`src/rtl/fetch_queue.sv`:
```
// Sequential instruction fetcher with a small {instr, pc} FIFO toward decode.
// Optional combinational response bypass: define FETCH_BYPASS_EN.
module fetch_queue #(
  parameter int                    DATA_WIDTH = 32,
  parameter int                    DEPTH      = 4,
  parameter logic [DATA_WIDTH-1:0] RESET_PC   = '0
) (
  input  logic                  clk,
  input  logic                  rst,
  output logic                  imem_req,
  output logic [DATA_WIDTH-1:0] imem_addr,
  input  logic [DATA_WIDTH-1:0] imem_rdata,
  input  logic                  pc_src,
  input  logic [DATA_WIDTH-1:0] pc_target,
  input  logic                  stall_d,
  output logic                  valid_d,
  output logic [DATA_WIDTH-1:0] instr_d,
  output logic [DATA_WIDTH-1:0] pc_d,
  output logic [DATA_WIDTH-1:0] pc_plus4_d
);

  localparam int AW = $clog2(DEPTH);
  localparam int CW = AW + 1;
  localparam logic [CW-1:0] CAP = CW'(DEPTH);
  localparam logic [DATA_WIDTH-1:0] NOP = DATA_WIDTH'(32'h13);
  localparam logic [DATA_WIDTH-1:0] FOUR = DATA_WIDTH'(4);

  logic [DATA_WIDTH-1:0] r_pc_f;
  logic                  r_inflight;
  logic [DATA_WIDTH-1:0] r_req_pc;
  logic [DATA_WIDTH-1:0] r_instr [DEPTH];
  logic [DATA_WIDTH-1:0] r_pc    [DEPTH];
  logic [AW-1:0]         r_rd;
  logic [AW-1:0]         r_wr;
  logic [CW-1:0]         r_count;

  logic [CW-1:0] w_occ;
  logic          w_req;
  logic          w_fifo_v;
  logic          w_byp;
  logic          w_push;
  logic          w_pop;

  // Slots are reserved at issue time so a response always finds room.
  assign w_occ    = r_count + CW'(r_inflight);
  assign w_req    = !rst && !pc_src && (w_occ < CAP);
  assign w_fifo_v = (r_count != '0);

`ifdef FETCH_BYPASS_EN
  assign w_byp = !w_fifo_v && r_inflight && !pc_src;
`else
  assign w_byp = 1'b0;
`endif

  assign w_push = r_inflight && !pc_src && !(w_byp && !stall_d);
  assign w_pop  = w_fifo_v && !stall_d && !pc_src;

  assign imem_req  = w_req;
  assign imem_addr = r_pc_f;

  always_comb begin
    valid_d    = 1'b0;
    instr_d    = NOP;
    pc_d       = '0;
    pc_plus4_d = '0;
    if (w_fifo_v) begin
      valid_d    = 1'b1;
      instr_d    = r_instr[r_rd];
      pc_d       = r_pc[r_rd];
      pc_plus4_d = r_pc[r_rd] + FOUR;
    end else if (w_byp) begin
      valid_d    = 1'b1;
      instr_d    = imem_rdata;
      pc_d       = r_req_pc;
      pc_plus4_d = r_req_pc + FOUR;
    end
  end

  always_ff @(posedge clk) begin
    if (rst) begin
      r_pc_f     <= RESET_PC;
      r_inflight <= 1'b0;
      r_req_pc   <= '0;
      r_rd       <= '0;
      r_wr       <= '0;
      r_count    <= '0;
    end else if (pc_src) begin
      r_pc_f     <= {pc_target[DATA_WIDTH-1:2], 2'b00};
      r_inflight <= 1'b0;
      r_rd       <= '0;
      r_wr       <= '0;
      r_count    <= '0;
    end else begin
      if (w_req) begin
        r_pc_f     <= r_pc_f + FOUR;
        r_inflight <= 1'b1;
        r_req_pc   <= r_pc_f;
      end else begin
        r_inflight <= 1'b0;
      end
      if (w_push) r_wr <= r_wr + AW'(1);
      if (w_pop)  r_rd <= r_rd + AW'(1);
      case ({w_push, w_pop})
        2'b10:   r_count <= r_count + CW'(1);
        2'b01:   r_count <= r_count - CW'(1);
        default: r_count <= r_count;
      endcase
    end
  end

  always_ff @(posedge clk) begin
    if (!rst && w_push) begin
      r_instr[r_wr] <= imem_rdata;
      r_pc[r_wr]    <= r_req_pc;
    end
  end

endmodule

```
`config.mk`:
```
export PLATFORM = sky130hd
export DESIGN_NAME = fetch_queue
export DESIGN_NICKNAME = d
export VERILOG_FILES = /design/src/rtl/fetch_queue.sv
export SDC_FILE = /design/constraint.sdc
export NUM_CORES = 1
export LEC_CHECK = 0
export CAP_MARGIN = 5
export CORE_AREA = 5 5 179 181
export CTS_BUF_LIST = sky130_fd_sc_hd__clkbuf_16
export DETAILED_ROUTE_END_ITERATION = 8
export DIE_AREA = 0 0 184 186
export DONT_BUFFER_PORTS = 1
export GPL_TIMING_DRIVEN = 0
export PLACE_DENSITY = 0.58
export SKIP_LAST_GASP = 1
export SLEW_MARGIN = 40
export SYNTH_ARGS = -nofsm -noshare
export SYNTH_HDL_FRONTEND = slang
export SYNTH_SLANG_ARGS = --single-unit
```
`constraint.sdc`:
```
create_clock -name clk -period 3.53 [get_ports clk]
set_input_delay 0.5295 -clock clk [delete_from_list [all_inputs] [get_ports clk]]
set_output_delay 0.5295 -clock clk [all_outputs]
set_load 0.01 [all_outputs]
```
# Yosys cells after proc, flatten, opt, wreduce, memory -nomap -nowiden
# Memory sizes are Yosys's and may differ from the RTL's. A register that Yosys moved wholly into a read port is not among the register bits.
# Index checks and enable logic that the tools add are counted.
dict set report classes {
  order_cmp 1
  bitwise_logic 1
  addsub 7
  n_reduce_logical 14
  eq_ne 2
  mux 14
}
# op n
set ops {}
lappend ops {{$mux W32} 5}
lappend ops {{$add A32 B3 Y32 const B} 2}
lappend ops {{$mux W2} 4}
lappend ops {{$logic_and A1 B1 Y1} 6}
lappend ops {{$pmux W3 S2} 1}
lappend ops {{$add A2 B1 Y2 const B} 2}
lappend ops {{$mux W1} 4}
lappend ops {{$reduce_bool A2 Y1} 2}
lappend ops {{$add A3 B1 Y3} 1}
lappend ops {{$add A3 B1 Y3 const B} 1}
lappend ops {{$logic_not A1 Y1} 3}
lappend ops {{$lt A3 B3 Y1 const B} 1}
lappend ops {{$reduce_bool A3 Y1} 1}
lappend ops {{$sub A3 B1 Y3 const B} 1}
lappend ops {{$eq A2 B1 Y1 const B} 1}
lappend ops {{$eq A2 B2 Y1 const B} 1}
lappend ops {{$reduce_and A2 Y1} 1}
lappend ops {{$reduce_or A2 Y1} 1}
lappend ops {{$not A1 Y1} 1}
dict set report word_totals {
  input_bits 68
  ram_bits 256
  n_memories 2
  output_inout_bits 130
  ff_bits 72
}
# memory words width rd rd_clocked_by_memory_dff wr line_no
set mem_list {}
lappend mem_list {r_instr 4 32 1 1 1 31} ;# logic [DATA_WIDTH-1:0] r_instr [DEPTH];
lappend mem_list {r_pc 4 32 1 1 1 32} ;# logic [DATA_WIDTH-1:0] r_pc [DEPTH];

# Depth between registers and ports, before layout
# Gate-level depths: netlist (run 1).
dict set report depth {
  depth_word 5
  depth_mapped 11
  ltp_nobuf 8
}

# Worst setup path before layout (run 1)
# Ideal clock, no wire load.
dict set report synth_timing {
  kind {input to register}
  from {in rst}
  to {mem r_instr[0][0], enable pin}
  arrival_time_ns 2.484
  path_stages 3
  path_slack_ns 0.620
  setup_ns 0.427
  path_cell_list {clkbuf_1 > nor2_1 > and3_1}
}
dict set report synth_between {
  elab_chain_cells 4
}
# item line_no
set synth_rtl {}
lappend synth_rtl {{from (decl)} 9} ;# input logic rst,
lappend synth_rtl {{$logic_not A1 Y1} 112} ;# if (!rst && w_push) begin
lappend synth_rtl {{$logic_and A1 B1 Y1} 112}
lappend synth_rtl {{$mux W1} 112}
lappend synth_rtl {{$mux W1 (implied by the code)} 113} ;# r_instr[r_wr] <= imem_rdata;
lappend synth_rtl {{to (decl)} 31}
# Every way passes these cells.

==> out/qor.csv, run 1 <==
metric;value;unit
TritonCTS buffer count;35;
# hold bufs at CTS;0;
root buffer cell;clkbuf_16;
Synth Flop Type;edfxtp_1;
layout cells sized above 1;17.23;%
global-route wire length before repair;46910;um
FP Rows;64;
largest net degree at the start of global routing;34;
critical path fanouts, max;10;
Max Root-Sink Buffers;3;
worst path required time;3.00;ns
I/O Pins;198;
post-route setup TNS;0;ns
critical path arrival;2.89;ns
gr ovfl total;0;
Starting DRT DRC Count;499;
port buffer count;0;
Setup Skew;0.01573;ns
Yosys top cell by area;edfxtp_1;
Tightest Pin Transition;0.6818;ns
GP Congestion;0.7987;
fmax;0.2922;GHz
Sequential Power Share;51.6;%
Syn Inst Count;929;
RSZ-0062 raised after global routing;yes;
top-count cell post-synth;edfxtp_1;
startpoint types;flip-flop;
Mapped Area;13460;um^2
ANT cells;0;
Slew headroom;54.55;%
Async S/R FF share, synth;0;%
Switch Pwr;1583;uW
Total Wirelength;30660;um
DIE AREA;34220;um^2
vias in the first global route;7891;
Post-synth top cells;edfxtp_1 (248), nand2_1 (103), dfxtp_1 (70);
Hold Vio Cnt, Final;0;
Static Leak;0.005172;uW
H-Tree Depth;2;
MaxCap Viol Count;0;
worst slack at placement;0.2527;ns
TritonCTS Sinks;318;
synth unique cells;50;
sw frac;19.65;%
top cells by area, synth;edfxtp_1 (55%), dfxtp_1 (10%), mux4_2 (8.9%);
Placement Cell Area;14090;um^2
Post-DRT Antenna Nets;0;
Crit Path Category;flip-flop to primary output;
Pins Over Slew Limit;0;
R2R Path Start;r_count[2]$_SDFFE_PP0P_;
die extent in x;184;um
Synth top area share;55.33;%
Hold Crit Start;imem_rdata[0];
routed vias/inst;5.536;
clock power share;45.8;%
Tot GR Track Use;17.72;%
register area share after synthesis;65.74;%
P&R area growth vs syn;14.37;%
status;finished, final reports clean;
total internal power;6473;uW
register bit count reported by yosys;318;
Final setup viols;0;
Die Y;186;um
pwr dens;523.3;nW/um^2
Cells after DPL;1335;
clk slew on worst S/H paths;0.06;ns
HP Class;input port to flip-flop;
# DRC;0;
VDD IR max;0.3404;mV
clock latency on the worst-skew pair;0.50;ns
CTS tree;built;
wire per inst;21.90;um
Starting Density;44.47;%
CP Capture Type;primary output;
Synth warnings;0;
fin crit period;3.423;ns
initial antenna violation count;0;
PnR worst setup slack;0.1075;ns
drt pass-1 iters;5;
post-synthesis area per instance;14.49;um^2
Tcrit/Tclk final;96.96;%
Layout Cells excl Fill;1400;
hpwl dp;21780;um
part of the power in combinational logic;2.5;%
fin area;15390;um^2
number of synthesized flops with an enable pin;248;
vias;7751;
Core ar.;30270;um^2
Final Net Count;1055;
worst max-delay path, cell delays in order, from the launching register on:
cell     delay, ns
dfxtp_1       0.30
buf_6         0.14
mux4_1        0.55
nand4_4       0.22
or2_1         0.27
buf_6         0.15
or4_1         0.39
a21oi_1       0.38
cells by family after synthesis:
family	Yosys count	synth area share, %
adders and majority gates	8	0.7994
buffers and inverters	77	2.751
muxes	74	11.62
other	1	0.02786
xor gates and xnor gates	25	1.627
and+or+nand+nor	354	13.83
DFF	318	65.74
AOI/OAI and AO/OA	72	3.607
cell type report:
cell class                      instances  area, um^2
Buffer                                 60       324.1
Inverter                               17       63.81
Clock inverter                         25       261.5
Sequential cell                       318        8848
Clock buffer                           37       925.9
Fill cell                            2534       14870
Timing Repair Buffer                    8       122.6
Multi-Input combinational cell        539        4353
Tap cell                              396       495.5
what timing repair did:
| action | in CTS | in global routing |
|---|---|---|
| endpoints found under the setup margin | 30 | 15 |
| pin swaps | 0 | 2 |
| gates resized for setup | 10 | 14 |
| buffers inserted | 0 | 3 |
through the flow:
stage	total power, uW	utilization, %	hold WS (ns)
global placement	4437	46.17	0.4792
floorplan	4358	-	0.4597
finish	8056	50.86	0.1295
detailed placement	4441	46.57	0.4942
global route	8349	50.86	0.1017
CTS	8134	50.61	0.1079
sequential cells by signal (all words and copies together), names as in the netlist, named ones only:
register,cells
r_wr,2
r_instr,128
r_rd,2
r_req_pc,30
imem_addr,30
r_pc,120
r_count,3
r_inflight,1
final timing paths:
kind	endpoint	cells past startpoint	slack, ns
max reg2reg	r_count[2]$_SDFFE_PP0P_	9	0.80
min	r_instr[2][0]$_DFFE_PP_	0	0.13
max	pc_plus4_d[17]	7	0.11
min reg2reg	r_req_pc[26]$_SDFFE_PP0P_	2	0.50
layer usage:
metal	GRT usage, %	vias to the layer above	part of all wire, %
li1	-	3630	-
met4	4.170	0	2.0
met1	24.57	3811	43
met3	4.710	45	8.6
met2	28.30	265	46
met5	0	-	0
placed cells by master, fill, tap and decap left out, types with 6 or more instances in the layout:
| cell | n |
|---|---|
| a211oi_1 | 6 |
| a21oi_1 | 10 |
| a31oi_1 | 18 |
| and2_1 | 60 |
| and4_1 | 6 |
| buf_12 | 6 |
| buf_2 | 6 |
| buf_4 | 10 |
| bufinv_16 | 6 |
| clkbuf_1 | 31 |
| clkbuf_16 | 37 |
| clkinv_1 | 6 |
| conb_1 | 6 |
| dfxtp_1 | 70 |
| edfxtp_1 | 248 |
| ha_1 | 6 |
| inv_1 | 23 |
| mux2_2 | 6 |
| mux4_1 | 7 |
| mux4_2 | 55 |
| nand2_1 | 102 |
| nand3_1 | 51 |
| nand4_1 | 16 |
| nor2_1 | 49 |
| nor3_1 | 12 |
| o21ai_0 | 8 |
| o311ai_0 | 13 |
| or3_1 | 18 |
| xnor2_1 | 13 |
| xor2_1 | 11 |
power by group through the flow:
stage	clock [uW]	sequential, uW	combinational [uW]
after detailed placement	0	4240	204
after global placement	0	4240	199
after CTS	3770	4160	205
after floorplan	0	4210	149
final	3690	4160	204
after global routing	3960	4170	227
(Power assumes the default switching activity.)
==> run 2: changes to the inputs <==
CORE_AREA = 2 2 176 178   (was 5 5 179 181)
DIE_AREA = 0 0 178 180   (was 0 0 184 186)
==> run 2 against run 1 <==
  * Critical path depth grew 2
  * Maximum frequency down 1.3%
  * Sequential cell count stayed put
  * Setup slack got worse by 0.046 ns
  * Sequential share of layout area increased by 0.85 points
  * Non-clock buffer count down 3
  * Clock skew down 0.0024 ns
  * Sequential power about the same
  * Total power fell by 6.1%
  * Core utilization is 0.61 points lower
  * Wire length increased by 0.49%
  * Critical endpoint is now pc_plus4_d[16]
==> out/qor.csv, run 2 (synthesis results as in run 1) <==
metric;value;unit;change
most frequent cells in the layout;edfxtp_1 (248), nand2_1 (103), dfxtp_1 (70);;
GP Congestion;0.8751;;+9.6%
gr ovfl total;0;;unchanged
Total Wirelength;30810;um;+0.49%
status;finished, final reports clean;;
Die Y;180;um;-3.2%
RSZ-0062 raised after global routing;yes;;
FP Rows;64;;unchanged
Hold Vio Cnt, Final;0;;unchanged
multi-input logic area;4332;um^2;-0.49%
Crit Path Category;flip-flop to primary output;;
flip-flop and latch area;8848;um^2;unchanged
Pins Over Slew Limit;0;;unchanged
Core ar.;30190;um^2;-0.26%
die extent in x;178;um;-3.3%
CP Capture Type;primary output;;
Max Root-Sink Buffers;3;;unchanged
Tot GR Track Use;19.32;%;+1.6 points
Largest regs;r_instr (128), r_pc (120);;
clk slew on worst S/H paths;0.06;ns;about the same
Slew headroom;53.08;%;-1.5 points
Post-DRT Antenna Nets;0;;unchanged
total power;7567;uW;-6.1%
worst path required time;3.00;ns;about the same
max FFs per register;128;;unchanged
critical path fanouts, max;10;;unchanged
layout cells sized above 1;16.52;%;-0.71 points
VDD IR max;0.2625;mV;-23%
vias;7906;;+2.0%
port buffer count;0;;unchanged
CTS tree;built;;
TritonCTS buffer count;34;;-2.9%
Placement Cell Area;14100;um^2;about the same
hpwl dp;21380;um;-1.8%
startpoint types;flip-flop;;
TritonCTS Sinks;318;;unchanged
DIE AREA;32040;um^2;-6.4%
Setup Skew;0.01337;ns;-0.002360 ns
I/O Pins;198;;unchanged
fmax;0.2883;GHz;-1.3%
Fillers;2566;;+1.3%
clock latency on the worst-skew pair;0.50;ns;about the same
Starting Density;44.59;%;+0.12 points
global-route wire length before repair;47390;um;+1.0%
MaxCap Viol Count;0;;unchanged
pwr dens;498.8;nW/um^2;-4.7%
root buffer cell;clkbuf_16;;
Reg with most FFs;r_instr;;
Final setup viols;0;;unchanged
drt pass-1 iters;5;;unchanged
Starting DRT DRC Count;501;;+0.40%
P&R area growth vs syn;12.71;%;
critical path arrival;2.94;ns;+0.05 ns
Static Leak;0.005071;uW;-1.9%
Tcrit/Tclk final;98.25;%;+1.3 points
H-Tree Depth;2;;unchanged
vias in the first global route;7963;;+0.91%
wire per inst;22.09;um;+0.85%
initial antenna violation count;0;;unchanged
routed vias/inst;5.667;;+2.4%
most common cell after layout, fill and taps aside;edfxtp_1;;
Tightest Pin Transition;0.7012;ns;+0.01948 ns
HP Class;input port to flip-flop;;
fin area;15170;um^2;-1.5%
# DRC;0;;unchanged
ANT cells;0;;unchanged
largest net degree at the start of global routing;33;;-2.9%
fin crit period;3.468;ns;+0.04557 ns
Final Net Count;1051;;-0.38%
==> run 2: cell types whose count changed in the layout (fill, tap and decap cells not counted), sizes merged <==
cell | previous run | this run
clkbuf | 73 | 69
bufinv | 6 | 0
clkinvlp | 1 | 6
inv | 24 | 26
buf | 32 | 31
clkinv | 11 | 10
==> run 2: repair_timing <==
| action | 4_1_cts | 5_1_grt |
|---|---|---|
| endpoints found under the setup margin | 32 | 22 |
| gates cloned | 0 | 0 |
| pin swaps | 1 | 2 |
| buffers inserted | 0 | 1 |
| hold buffers | 0 | 0 |
| resized for setup | 9 | 11 |
==> run 2: final timing paths <==
| check | depth (start not counted) | to | from | slack [ns] |
|---|---|---|---|---|
| max | 9 | pc_plus4_d[16] | flip-flop | 0.06 |
| min | 0 | r_instr[3][24]$_DFFE_PP_ | imem_rdata[24] | 0.12 |
| max reg2reg | 9 | r_count[2]$_SDFFE_PP0P_ | r_count[2]$_SDFFE_PP0P_ | 0.64 |
| min reg2reg | 2 | r_req_pc[15]$_SDFFE_PP0P_ | r_req_pc[15]$_SDFFE_PP0P_ | 0.50 |
==> run 2: layout make-up <==
type / instances / area share [%]
Clock buffer: 35 / 5.773
Clock inverter: 25 / 0.8083
Multi-Input combinational cell: 539 / 28.55
Inverter: 17 / 0.4206
Tap cell: 396 / 3.266
Buffer: 59 / 2.095
Timing Repair Buffer: 6 / 0.7588
Sequential cell: 318 / 58.33
==> run 2: metal layers <==
metal	wire length, um	GRT usage (%)	up-vias
met5	0	0	-
met4	715	5.705	0
met3	2655	5.245	49
met2	14440	31.01	302
met1	13000	25.75	3922
li1	-	-	3633
==> run 2: where the power goes <==
group / internal [uW] / switching (uW) / leakage [uW] / total [uW]
Sequential: 4080 / 77.2 / 0.00296 / 4160
Combinational: 67.2 / 138 / 0.00161 / 205
Clock: 1800 / 1410 / 0.000507 / 3200
==> run 2: through the flow <==
stage / instances / setup slack [ns] / utilization (%) / setup TNS [ns] / hold slack, ns
2_1_floorplan: 934 / 0.6195 / - / 0 / 0.4597
5_1_grt: 1395 / -0.03621 / 50.25 / -0.06261 / 0.09934
4_1_cts: 1395 / -0.03648 / 50.14 / -0.03819 / 0.09409
3_5_place_dp: 1335 / 0.1540 / 46.71 / 0 / 0.4903
6_report: 1395 / 0.06191 / 50.25 / 0 / 0.1189
3_3_place_gp: 1330 / -0.9158 / 46.29 / -221.33 / 0.4824
==> run 2: critical path: stages, from the launching register on <==
cell and delay (ns):
dfxtp_1 0.30, buf_6 0.14, buf_12 0.15, mux4_2 0.42, ha_2 0.23, and3_1 0.16, buf_2 0.17, nand4_1 0.17
or3_1 0.42, a21oi_2 0.27
